File: src/rtl/spi_stream_rx.sv
// -----------------------------------------------------------------------------
// spi_stream_rx
//
// SPI slave receiver (mode 0 sampling on the rising SPI clock edge) that packs
// serial bits into WORD_W-bit words and delivers them on an AXI4-Stream master
// port through a show-ahead FIFO. The last complete word of every chip-select
// frame is tagged with axis_tlast. A trailing partial word is discarded and
// reported with a one-cycle frag_drop pulse. Words that find the FIFO full are
// dropped and reported on the sticky ovf_flag.
//
// Parameters
//   WORD_W      bits per SPI word and axis_tdata width (4..32)
//   FIFO_DEPTH  output FIFO entries (power of 2, >= 2)
//   MSB_FIRST   0: first received bit lands in bit 0, 1: in bit WORD_W-1
//
// Ports
//   axi_aclk     system clock
//   axi_aresetn  asynchronous active-low reset
//   spi_clk      SPI clock (asynchronous to axi_aclk)
//   spi_mosi     SPI data (asynchronous)
//   spi_cs       chip select, active high (asynchronous)
//   axis_tdata   head-of-FIFO word
//   axis_tvalid  FIFO not empty
//   axis_tready  downstream accept
//   axis_tlast   head word is the last complete word of its frame
//   ovf_clr      clears ovf_flag
//   ovf_flag     sticky, a word was dropped on a full FIFO
//   frag_drop    one-cycle pulse, partial word discarded at frame end
//   fifo_level   current FIFO occupancy
// -----------------------------------------------------------------------------
module spi_stream_rx #(
    parameter int WORD_W     = 8,
    parameter int FIFO_DEPTH = 16,
    parameter bit MSB_FIRST  = 1'b0
) (
    input  logic                          axi_aclk,
    input  logic                          axi_aresetn,
    input  logic                          spi_clk,
    input  logic                          spi_mosi,
    input  logic                          spi_cs,
    output logic [WORD_W-1:0]             axis_tdata,
    output logic                          axis_tvalid,
    input  logic                          axis_tready,
    output logic                          axis_tlast,
    input  logic                          ovf_clr,
    output logic                          ovf_flag,
    output logic                          frag_drop,
    output logic [$clog2(FIFO_DEPTH):0]   fifo_level
);

    localparam int AW = $clog2(FIFO_DEPTH);
    localparam int CW = $clog2(WORD_W);

    typedef enum logic [1:0] {
        WAIT_IDLE,
        IDLE,
        ACTIVE,
        FLUSH
    } state_t;

    state_t              state;

    logic                spi_clk_p0, spi_clk_p1, spi_clk_p2;
    logic                spi_mosi_p0, spi_mosi_p1;
    logic                spi_cs_p0, spi_cs_p1;
    logic [1:0]          sync_cnt;
    logic                sync_rdy;
    logic                strobe;

    logic [CW-1:0]       bit_cnt;
    logic [CW-1:0]       bit_idx;
    logic [WORD_W-1:0]   shift_p0;
    logic [WORD_W-1:0]   word_nxt;
    logic                sample;
    logic                word_done;

    logic [WORD_W-1:0]   stg_data;
    logic                stg_vld;

    logic                push_vld_p0;
    logic                push_last_p0;
    logic [WORD_W-1:0]   push_data_p0;

    logic [WORD_W:0]     mem [FIFO_DEPTH];
    logic [AW-1:0]       wr_ptr;
    logic [AW-1:0]       rd_ptr;
    logic [WORD_W:0]     head;
    logic                full;
    logic                pop;
    logic                push_ok;

    // ---- stage p0/p1: two-flop synchronisers, p2 holds previous synced clock
    always_ff @(posedge axi_aclk or negedge axi_aresetn) begin
        if (!axi_aresetn) begin
            spi_clk_p0  <= 1'b0;
            spi_clk_p1  <= 1'b0;
            spi_clk_p2  <= 1'b0;
            spi_mosi_p0 <= 1'b0;
            spi_mosi_p1 <= 1'b0;
            spi_cs_p0   <= 1'b0;
            spi_cs_p1   <= 1'b0;
        end else begin
            spi_clk_p0  <= spi_clk;
            spi_clk_p1  <= spi_clk_p0;
            spi_clk_p2  <= spi_clk_p1;
            spi_mosi_p0 <= spi_mosi;
            spi_mosi_p1 <= spi_mosi_p0;
            spi_cs_p0   <= spi_cs;
            spi_cs_p1   <= spi_cs_p0;
        end
    end

    // Synchronisers restart from zero after reset, so a low synced CS is only
    // trusted once the chain has been refilled from the real pins; otherwise a
    // frame still in progress would look like an idle bus.
    assign sync_rdy  = (sync_cnt == 2'd2);
    assign strobe    = spi_clk_p1 & ~spi_clk_p2 & spi_cs_p1;
    assign sample    = (state == ACTIVE) && strobe;
    assign word_done = sample && (bit_cnt == CW'(WORD_W - 1));
    assign bit_idx   = MSB_FIRST ? (CW'(WORD_W - 1) - bit_cnt) : bit_cnt;

    always_comb begin
        word_nxt          = shift_p0;
        word_nxt[bit_idx] = spi_mosi_p1;
    end

    // ---- stage p0: frame FSM, bit counter, staging and push request
    always_ff @(posedge axi_aclk or negedge axi_aresetn) begin
        if (!axi_aresetn) begin
            state        <= WAIT_IDLE;
            sync_cnt     <= 2'd0;
            bit_cnt      <= '0;
            stg_vld      <= 1'b0;
            push_vld_p0  <= 1'b0;
            push_last_p0 <= 1'b0;
            frag_drop    <= 1'b0;
        end else begin
            push_vld_p0  <= 1'b0;
            push_last_p0 <= 1'b0;
            frag_drop    <= 1'b0;
            if (!sync_rdy) begin
                sync_cnt <= sync_cnt + 2'd1;
            end
            case (state)
                WAIT_IDLE: begin
                    if (sync_rdy && !spi_cs_p1) begin
                        state <= IDLE;
                    end
                end
                IDLE: begin
                    if (spi_cs_p1) begin
                        state <= ACTIVE;
                    end
                end
                ACTIVE: begin
                    if (!spi_cs_p1) begin
                        state <= FLUSH;
                    end else if (strobe) begin
                        if (bit_cnt == CW'(WORD_W - 1)) begin
                            bit_cnt <= '0;
                            stg_vld <= 1'b1;
                            // The word already staged is not the last of the
                            // frame, since a newer one has just completed.
                            push_vld_p0 <= stg_vld;
                        end else begin
                            bit_cnt <= bit_cnt + CW'(1);
                        end
                    end
                end
                FLUSH: begin
                    state <= IDLE;
                    if (stg_vld) begin
                        push_vld_p0  <= 1'b1;
                        push_last_p0 <= 1'b1;
                        stg_vld      <= 1'b0;
                    end
                    if (bit_cnt != '0) begin
                        frag_drop <= 1'b1;
                        bit_cnt   <= '0;
                    end
                end
                default: state <= WAIT_IDLE;
            endcase
        end
    end

    // Data registers carry no reset; stg_vld and push_vld_p0 qualify them.
    always_ff @(posedge axi_aclk) begin
        if (sample) begin
            shift_p0 <= word_nxt;
        end
        if (word_done) begin
            stg_data <= word_nxt;
        end
        push_data_p0 <= stg_data;
    end

    // ---- stage p1: output FIFO
    assign full        = (fifo_level == (AW + 1)'(FIFO_DEPTH));
    assign axis_tvalid = (fifo_level != '0);
    assign pop         = axis_tvalid & axis_tready;
    // A full FIFO still takes a word when the head leaves in the same cycle.
    assign push_ok     = push_vld_p0 & (~full | pop);

    always_ff @(posedge axi_aclk or negedge axi_aresetn) begin
        if (!axi_aresetn) begin
            wr_ptr     <= '0;
            rd_ptr     <= '0;
            fifo_level <= '0;
            ovf_flag   <= 1'b0;
        end else begin
            if (push_ok) begin
                wr_ptr <= wr_ptr + AW'(1);
            end
            if (pop) begin
                rd_ptr <= rd_ptr + AW'(1);
            end
            case ({push_ok, pop})
                2'b10:   fifo_level <= fifo_level + (AW + 1)'(1);
                2'b01:   fifo_level <= fifo_level - (AW + 1)'(1);
                default: fifo_level <= fifo_level;
            endcase
            // A fresh overflow takes priority over a clear in the same cycle.
            if (push_vld_p0 && !push_ok) begin
                ovf_flag <= 1'b1;
            end else if (ovf_clr) begin
                ovf_flag <= 1'b0;
            end
        end
    end

    always_ff @(posedge axi_aclk) begin
        if (push_ok) begin
            mem[wr_ptr] <= {push_last_p0, push_data_p0};
        end
    end

    // Head entry is gated by tvalid so the outputs read zero when empty.
    assign head       = mem[rd_ptr];
    assign axis_tdata = axis_tvalid ? head[WORD_W-1:0] : '0;
    assign axis_tlast = axis_tvalid & head[WORD_W];

endmodule
File: config.mk
export PLATFORM = sky130hd
export DESIGN_NAME = spi_stream_rx
export DESIGN_NICKNAME = d
export VERILOG_FILES = /design/src/rtl/spi_stream_rx.sv
export SDC_FILE = /design/constraint.sdc
export NUM_CORES = 1
export LEC_CHECK = 0
export ABC_AREA = 1
export ABC_CLOCK_PERIOD_IN_PS = 5000
export CAP_MARGIN = 20
export CORE_AREA = 3 3 143 145
export DETAILED_ROUTE_END_ITERATION = 12
export DIE_AREA = 0 0 146 148
export SETUP_SLACK_MARGIN = 0.5
export SYNTH_ARGS = -nofsm -noshare
export SYNTH_HDL_FRONTEND = slang
export SYNTH_SLANG_ARGS = --single-unit
File: constraint.sdc
create_clock -name axi_aclk -period 5 [get_ports axi_aclk]
set_input_delay 1.5 -clock axi_aclk [delete_from_list [all_inputs] [get_ports axi_aclk]]
set_output_delay 1.5 -clock axi_aclk [all_outputs]
set_load 0.03 [all_outputs]
# ---- Word level (Yosys, flattened, before mapping)
# Memory sizes are Yosys's and may differ from the RTL's.
# Index checks and enable logic that the tools add are counted.
# Widths: inputs -> output; s select.
dict set report totals {
  ff_bits 56
  ramBits 144
  in_bits 7
  out_inout_bits 17
  word_cells 99
  mem_count 1
}
dict set report op_classes {
  n_addsub 6
  n_lt_le_gt_ge 2
  n_eq_ne 15
  muxes 30
  bitwise 8
  reduce_logical 16
}
# name words width rd rd_ports_with_merged_regs write_ports line
set memory_table {}
lappend memory_table {mem 16 9 1 0 1 84} ;# logic [WORD_W:0] mem [FIFO_DEPTH];
# operator n
set ops {}
lappend ops {{$mux 1} 15}
lappend ops {{$mux 3} 4}
lappend ops {{$ne 2x2->1 const B} 6}
lappend ops {{$pmux 5 s2} 1}
lappend ops {{$add 4x1->4 const B} 2}
lappend ops {{$bwmux 8} 1}
lappend ops {{$eq 2x2->1 const B} 4}
lappend ops {{$mux 8} 1}
lappend ops {{$pmux 2 s4} 1}
lappend ops {{$reduce_and 4->1} 2}
lappend ops {{$mux 2} 3}
lappend ops {{$pmux 3 s2} 1}
lappend ops {{$reduce_bool 2->1} 3}
lappend ops {{$add 5x1->5 const B} 1}
lappend ops {{$and 1x1->1} 5}
lappend ops {{$eq 5x5->1 const B} 1}
lappend ops {{$logic_and 1x1->1} 5}
lappend ops {{$reduce_bool 5->1} 1}
lappend ops {{$sub 5x1->5 const B} 1}
lappend ops {{$eq 2x1->1 const B} 2}
lappend ops {{$lt 3x4->1 const B} 1}
lappend ops {{$pmux 1 s2} 2}
lappend ops {{$add 3x1->3 const B} 1}
lappend ops {{$demux 1 s3} 1}
lappend ops {{10 further kinds} 12}

# ---- Depth between registers and ports, before layout
# Gate-level depths: netlist of the first run.
dict set report depth {
  depth_word 7
  mapped_depth 12
  ltp_nobuf 12
}

# ---- Least setup slack after synthesis of the first run
# OpenSTA, ideal clock, no wires.
dict set report synth_path {
  path_kind {register to output}
  startpoint {reg fifo_level[0]}
  endpoint {out axis_tdata[0]}
  arrival_ns 1.611
  t_required_ns 3.500
  path_slack_ns 1.889
  stages_incl_launch_ff 5
  n_path_buf 0
  cell_sequence {dfrtp_1 nor2_2 nand3_4 clkinv_1 a21oi_1}
}
dict set report synth_via {
  elab_chain_cells 2
}
# element line
set synth_rtl {}
lappend synth_rtl {{from (decl)} 48} ;# output logic [$clog2(FIFO_DEPTH):0] fifo_level
lappend synth_rtl {{from (signal assigned)} 219} ;# 2'b10: fifo_level <= fifo_level + (AW + 1)'(1);
lappend synth_rtl {{from (signal assigned)} 220} ;# 2'b01: fifo_level <= fifo_level - (AW + 1)'(1);
lappend synth_rtl {{from (signal assigned)} 221} ;# default: fifo_level <= fifo_level;
lappend synth_rtl {{$reduce_bool 5->1} 200} ;# assign axis_tvalid = (fifo_level != '0);
lappend synth_rtl {{named net axis_tvalid} 42} ;# output logic axis_tvalid,
lappend synth_rtl {{$mux 8} 240} ;# assign axis_tdata = axis_tvalid ? head[WORD_W-1:0] : '0;
lappend synth_rtl {{to (decl)} 41} ;# output logic [WORD_W-1:0] axis_tdata,
# The timed path passes the listed nets, and every way through them passes these cells.

# ---- Worst setup path after layout of the first run
dict set report layout_path {
  startpoint {reg rd_ptr[0]}
  endpoint {out axis_tdata[3]}
}
dict set report layout_via {
  elab_chain_cells 2
}
# element line
set layout_rtl {}
lappend layout_rtl {{from (decl)} 86} ;# logic [AW-1:0] rd_ptr;
lappend layout_rtl {{from (signal assigned)} 216} ;# rd_ptr <= rd_ptr + AW'(1);
lappend layout_rtl {{$mem_v2 16x9} -}
lappend layout_rtl {{$mux 8} 240}
# No other way between the ends.

==> results.md, run 1 <==
* Comb pwr share at 34.8%
* Post-CTS Repair Setup Buffers at 0
* Setup CP Type: reg2out
* Worst endpoint data arrival time at 2.81 ns
* Post-synthesis cell area at 8230 sq um
* RSZ-0062 raised after global routing: no
* Top post-synthesis cells by count: nand2_1 (216), edfxtp_1 (160), nand3_1 (124)
* IO Pins at 24
* Initial DRT Pass Iterations at 5
* Main synth FF type: edfxtp_1
* Overflow after GRT at 0
* Via density at 5.07
* Ys async rst share at 16.0%
* WL/cell at 16.9 um
* Worst-skew pair later-pin latency at 0.43 ns
* Status: finished clean
* Net Switching at 0.00190 W
* Fin util at 48.1%
* First-pass GRT wire length at 27,200 um
* Most common cell in the netlist: nand2_1
* Initial DRC count at 309
* DIE AREA at 21,600 sq um
* Die height at 148 um
* H-tree Lvls at 4
* Total CTS buffers at 17
* Leak at 3.51 nW
* Sequential share of power at 38.2%
* Clock Skew at 0.00992 ns
* Max VDD drop at 327 uV
* CP Data Required Time at 3.50 ns
* Core box area at 19,300 sq um
* Power share of the clock group at 27.0%
* Final worst path period share at 86.3%
* Total wire length at 16,900 um
* Max layer used: met4
* Final ANT Viol Nets at 0
* Routability cong. at 0.805
* Post-synth EDFFs at 160
* Area contributors post-synth: edfxtp_1 (58%), nand2_1 (9.9%), dfrtp_1 (9.7%), nand3_1 (7.5%), ha_1 (2.4%)
* CP Capture Type: output pin
* Met3 wire len at 1050 um
* # diodes at 0
* TNS Setup at 0 ns
* # DRC at 0
* Final instance area at 9310 sq um
* Layout cells sized above 1 at 7.51%
* Synth Register Bits at 200
* Area taken by multi-input logic gates at 2170 sq um
* Root Driver: clkbuf_16
* Area after DPL at 8670 sq um
* Clock buffer depth at 2
* Total number of vias at 5,058
* Final std cells w/o fill at 997
* Cells after DPL at 964
* Initial Util at 42.6%
* Worst hold path class: reg2reg
* Pwr Density at 553 nW/um^2
* Peak Freq at 232 MHz
* Syn Area/Cell at 11.8 sq um
* Internal power at 0.00325 W
* Metal-1 WL at 7770 um
* Cell accounting for the most synthesized area: edfxtp_1
* Routed wl met2 at 7900 um
* Startpoint Class: register
* Max cap viols at 0
* Worst slew margin at 32.9%
* Slew Limit Fails at 0
* Clock slew seen by the registers of the worst setup and hold paths at 0.07 ns
* CP Max Fanout at 32
* YS warnings at 0
* Final Critical Period at 4.31 ns
* P&R area growth vs syn at 13.1%
* Layout net count at 743
* CTS tree: built
* Distinct cells, synth at 33
* Syn Nets at 719
* Row count at 51
* Vias in the first global route at 4,999
* Fill cells at 1,703
* Post-synth top area share at 58.4%
* Setup Viol. Count Final at 0
* Gr usage total at 16.2%
* Sw Share at 36.9%
* Clock Sinks at 200
* Worst-Margin Slew at 1.00 ns
* Largest net degree at the start of global routing at 75
* Die Width at 146 um
* Reg area at 5770 sq um
* Cell count after synthesis at 695
* IO Port Bufs at 23
* Sequential fraction of the synthesis area at 70.1%
* Final hold vios at 0
* Initial antenna violation count at 0
* Post-DP HPWL at 10,800 um
==> cell type report <==
class | count | share of cell area [%]
sequential | 200 | 62.0
multi-input combinational | 439 | 23.3
clock buffer | 24 | 5.86
tap | 265 | 3.56
timing repair buffer | 31 | 3.24
inverter | 30 | 1.32
clock inverter | 8 | 0.753
==> registers in the layout, summed over array words and instances, names as in the netlist <==
name and cells:
frag_drop 1, wr_ptr 4, spi_clk_p0 1, fifo_level 5, ovf_flag 1, spi_clk_p1 1, bit_cnt 3, push_data_p0 8
spi_cs_p1 1, rd_ptr 4, stg_vld 1, state 2, shift_p0 8, spi_cs_p0 1, spi_clk_p2 1, stg_data 8
mem 144, spi_mosi_p1 1, push_last_p0 1, sync_cnt 2, push_vld_p0 1, spi_mosi_p0 1
==> final timing paths <==
path / start / to / slack (ns) / depth (start not counted)
max in group asynchronous: axi_aresetn / fifo_level[4] / 3.01 / 3
min in group asynchronous: axi_aresetn / bit_cnt[2] / 1.32 / 1
hold reg to reg: stg_data[4] / push_data_p0[4] / 0.34 / 0
setup / recovery: rd_ptr[0] / axis_tdata[3] / 0.69 / 9
hold / removal: stg_data[4] / push_data_p0[4] / 0.34 / 0
setup reg to reg: state[0] / stg_data[4] / 2.71 / 6
==> layout by cell type (no fill, tap or decap), types with 8 or more instances in the layout <==
cell type | synthesis | final
nand3_1 | 124 | 124
inv_1 | 22 | 22
dfxtp_1 | 8 | 8
o21ai_0 | 16 | 16
nor2_1 | 21 | 21
clkdlybuf4s50_1 | 0 | 23
clkbuf_16 | 0 | 20
edfxtp_1 | 160 | 160
ha_1 | 16 | 16
a21oi_1 | 16 | 16
nand2_1 | 216 | 216
dfrtp_1 | 32 | 31
==> worst max-delay path: stages (launching register included) <==
cell and delay [ns]:
dfrtp_2 0.43, inv_4 0.26, buf_4 0.31, nand2_1 0.09, nand3_1 0.07, nand3_1 0.12, nand2_1 0.12, nand2_1 0.06
a21oi_1 0.19, clkdlybuf4s50_1 0.71
==> per-stage QoR <==
step           hold slack [ns]  total power, W  setup slack [ns]
5_1_grt                  0.354         0.00544             0.540
3_3_place_gp             0.323         0.00374              1.06
4_1_cts                  0.341         0.00516             0.532
6_report                 0.340         0.00515             0.686
2_1_floorplan            0.323         0.00328              1.89
3_5_place_dp             0.327         0.00378              1.00
==> power groups by stage <==
stage	clock (W)	sequential, W	combinational [W]
after floorplan	0	0.00199	0.00128
after CTS	0.00140	0.00196	0.00180
after global routing	0.00148	0.00198	0.00198
after detailed placement	0	0.00199	0.00179
after global placement	0	0.00199	0.00175
final	0.00139	0.00197	0.00179
==> per-layer routing <==
metal  vias to the layer above  GRT usage, %
met2                       166          25.3
met4                         0          4.42
met1                      2429          23.2
met5                         -             0
li1                       2452             -
met3                        11          3.71
==> cells by family (layout without fill, tap and decap cells) <==
logic type | after synthesis | after routing | share of synthesized area, %
simple gates | 375 | 375 | 20.3
flops | 200 | 200 | 70.1
buf+inv | 56 | 93 | 3.57
compound gates | 37 | 37 | 2.33
fa+ha+maj | 17 | 17 | 2.68
xor+xnor | 10 | 10 | 1.06
==> repair_timing <==
| item | 4_1_cts | 5_1_grt |
|---|---|---|
| setup endpoints to repair | 0 | 9 |
| hold endpoints to repair | 0 | 0 |
| gates resized for setup | 0 | 5 |
| hold buffers | 0 | 0 |
No activity file was read; power rests on OpenSTA's default activity.
==> run 2: changes to the inputs <==
CTS_CLUSTER_SIZE = 25   (was default)
==> results of run 2 <==
Same layout as run 1: the final DEF is identical, and so are final timing and power.
==> run 3: changes to the inputs <==
CTS_BUF_LIST = sky130_fd_sc_hd__clkbuf_8   (was default)
==> run 3 against run 2 <==
Compared with the run above:
- global-route usage hardly changed
- wire length shrank 0.63%
- setup slack gained 0.012 ns
- highest routed layer unchanged
- register-to-register slack got worse by 0.03 ns
- flip-flop and latch count is the same
- non-clock buffer count stayed put
- die area is the same
- combinational power about the same
==> results.md, run 3 (synthesis gave the netlist of run 1 again) <==
* Status: finished clean
* Commonest non-fill, non-tap cell in the layout: nand2_1
* CP Data Required Time at 3.50 ns (about the same)
* Pwr Density at 531 nW/um^2 (-4.0%)
* Total CTS buffers at 17 (unchanged)
* Setup Viol. Count Final at 0 (unchanged)
* RSZ-0062 raised after global routing: no
* Final instance area at 9140 sq um (-1.8%)
* Startpoint Class: register
* Overflow after GRT at 0 (unchanged)
* WL/cell at 16.8 um (-0.63%)
* CP dominant cell by count: nand2_1
* Post-CTS Repair Setup Buffers at 0 (unchanged)
* TNS Setup at 0 ns (unchanged)
* IO Pins at 24 (unchanged)
* IO Port Bufs at 23 (unchanged)
* Final ANT Viol Nets at 0 (unchanged)
* DIE AREA at 21,600 sq um (unchanged)
* CP max-delay cell: clkdlybuf4s50_1
* Row count at 51 (unchanged)
* Cts repair resizes at 1 (+1)
* CP Capture Type: output pin
* First-pass GRT wire length at 27,100 um (-0.31%)
* Vias in the first global route at 4,963 (-0.72%)
* Via density at 5.07 (about the same)
* # diodes at 0 (unchanged)
* Leak at 3.47 nW (-1.2%)
* Die height at 148 um (unchanged)
* Peak Freq at 232 MHz (+0.28%)
* Biggest register: mem
* Routability cong. at 0.805 (unchanged)
* Worst hold path class: reg2reg
* Root Driver: clkbuf_8
* Post-DP HPWL at 10,800 um (unchanged)
* Max VDD drop at 286 uV (-13%)
* Fill cells at 1,718 (+0.88%)
* Worst slew margin at 34.5% (+1.6 points)
* # DRC at 0 (unchanged)
* H-tree Lvls at 4 (unchanged)
* Largest net degree at the start of global routing at 75 (unchanged)
* Gr usage total at 16.2% (-0.023 points)
* Clock slew seen by the registers of the worst setup and hold paths at 0.10 ns (+0.03 ns)
* CTS tree: built
* Final WS setup at 0.698 ns (+0.0120 ns)
* Layout net count at 743 (unchanged)
* Post-CTS Hold Buffers at 0 (unchanged)
* Clock Sinks at 200 (unchanged)
* Initial Util at 42.6% (unchanged)
* Final hold vios at 0 (unchanged)
* Slew Limit Fails at 0 (unchanged)
* Clock buffer depth at 2 (unchanged)
* Die Width at 146 um (unchanged)
* Reg area at 5770 sq um (unchanged)
* Final worst path period share at 86.0% (-0.24 points)
* Fin util at 47.3% (-0.87 points)
* Clock Skew at 0.0147 ns (+0.00478 ns)
* CP Max Fanout at 32 (unchanged)
* Final Critical Period at 4.30 ns (-0.0120 ns)
* Area taken by multi-input logic gates at 2170 sq um (unchanged)
* Max FFs per register at 144 (unchanged)
* Total wire length at 16,800 um (-0.63%)
* CP Cell Sequence: inv_4, buf_4, nand2_1, nand3_1, nand3_1, nand2_1, nand2_1, a21oi_1, clkdlybuf4s50_1
* Max cap viols at 0 (unchanged)
* Core box area at 19,300 sq um (unchanged)
* Setup CP Type: reg2out
* Area after DPL at 8670 sq um (unchanged)
* P&R area growth vs syn at 11.1%
* Place WS at 1.00 ns (unchanged)
* Most frequent cells in the layout: nand2_1 (216), edfxtp_1 (160), nand3_1 (124), dfrtp_1 (31), inv_1 (23)
* CP peak stage delay at 0.69 ns (-0.02 ns)
* Initial DRC count at 366 (+18%)
* Initial antenna violation count at 0 (unchanged)
* Worst-Margin Slew at 0.979 ns (-0.0244 ns)
* Layout cells sized above 1 at 7.51% (unchanged)
* Worst endpoint data arrival time at 2.80 ns (about the same)
* Total number of vias at 5,056 (-0.040%)
* Initial DRT Pass Iterations at 5 (unchanged)
* Worst-skew pair later-pin latency at 0.46 ns (+0.03 ns)
## run 3: critical path, delay by kind of cell (launching register included)
kind	cells	cell delay [ns]
compound gates	1	0.14
flops	1	0.44
simple gates	5	0.48
buf+inv	3	1.27
## run 3: routing by layer
layer | global-route usage (%) | share of wire (%)
met3 | 3.40 | 5.5
met2 | 25.2 | 47
met5 | 0 | 0
met4 | 4.75 | 1.2
met1 | 23.2 | 47
## run 3: path summary, 6_finish.rpt
kind | from | end | slack [ns] | cells after the start
worst min register to register | stg_data[4] | push_data_p0[4] | 0.34 | 0
worst max-delay path | rd_ptr[0] | axis_tdata[6] | 0.70 | 9
max in group asynchronous | axi_aresetn | spi_clk_p1 | 3.06 | 3
min in group asynchronous | axi_aresetn | bit_cnt[2] | 1.27 | 1
worst min-delay path | stg_data[4] | push_data_p0[4] | 0.34 | 0
worst max register to register | state[0] | stg_data[4] | 2.68 | 6
## run 3: area by class of cell
| class | count | share of cell area (%) |
|---|---|---|
| clock buffer | 20 | 3.01 |
| clock inverter | 12 | 1.79 |
| inverter | 30 | 1.34 |
| multi-input combinational | 439 | 23.7 |
| sequential | 200 | 63.1 |
| tap | 265 | 3.63 |
| timing repair buffer | 31 | 3.38 |
## run 3: power breakdown
part           total [W]  switching [W]  internal [W]
Sequential       0.00196       0.000111       0.00185
Combinational    0.00178        0.00117      0.000613
Clock            0.00111       0.000561      0.000544
## run 3: per-stage QoR
step	power [W]	instances	hold slack [ns]
finish	0.00485	997	0.342
global route	0.00516	997	0.370
CTS	0.00489	996	0.349
detailed placement	0.00378	964	0.327
global placement	0.00374	964	0.323
floorplan	0.00328	695	0.323
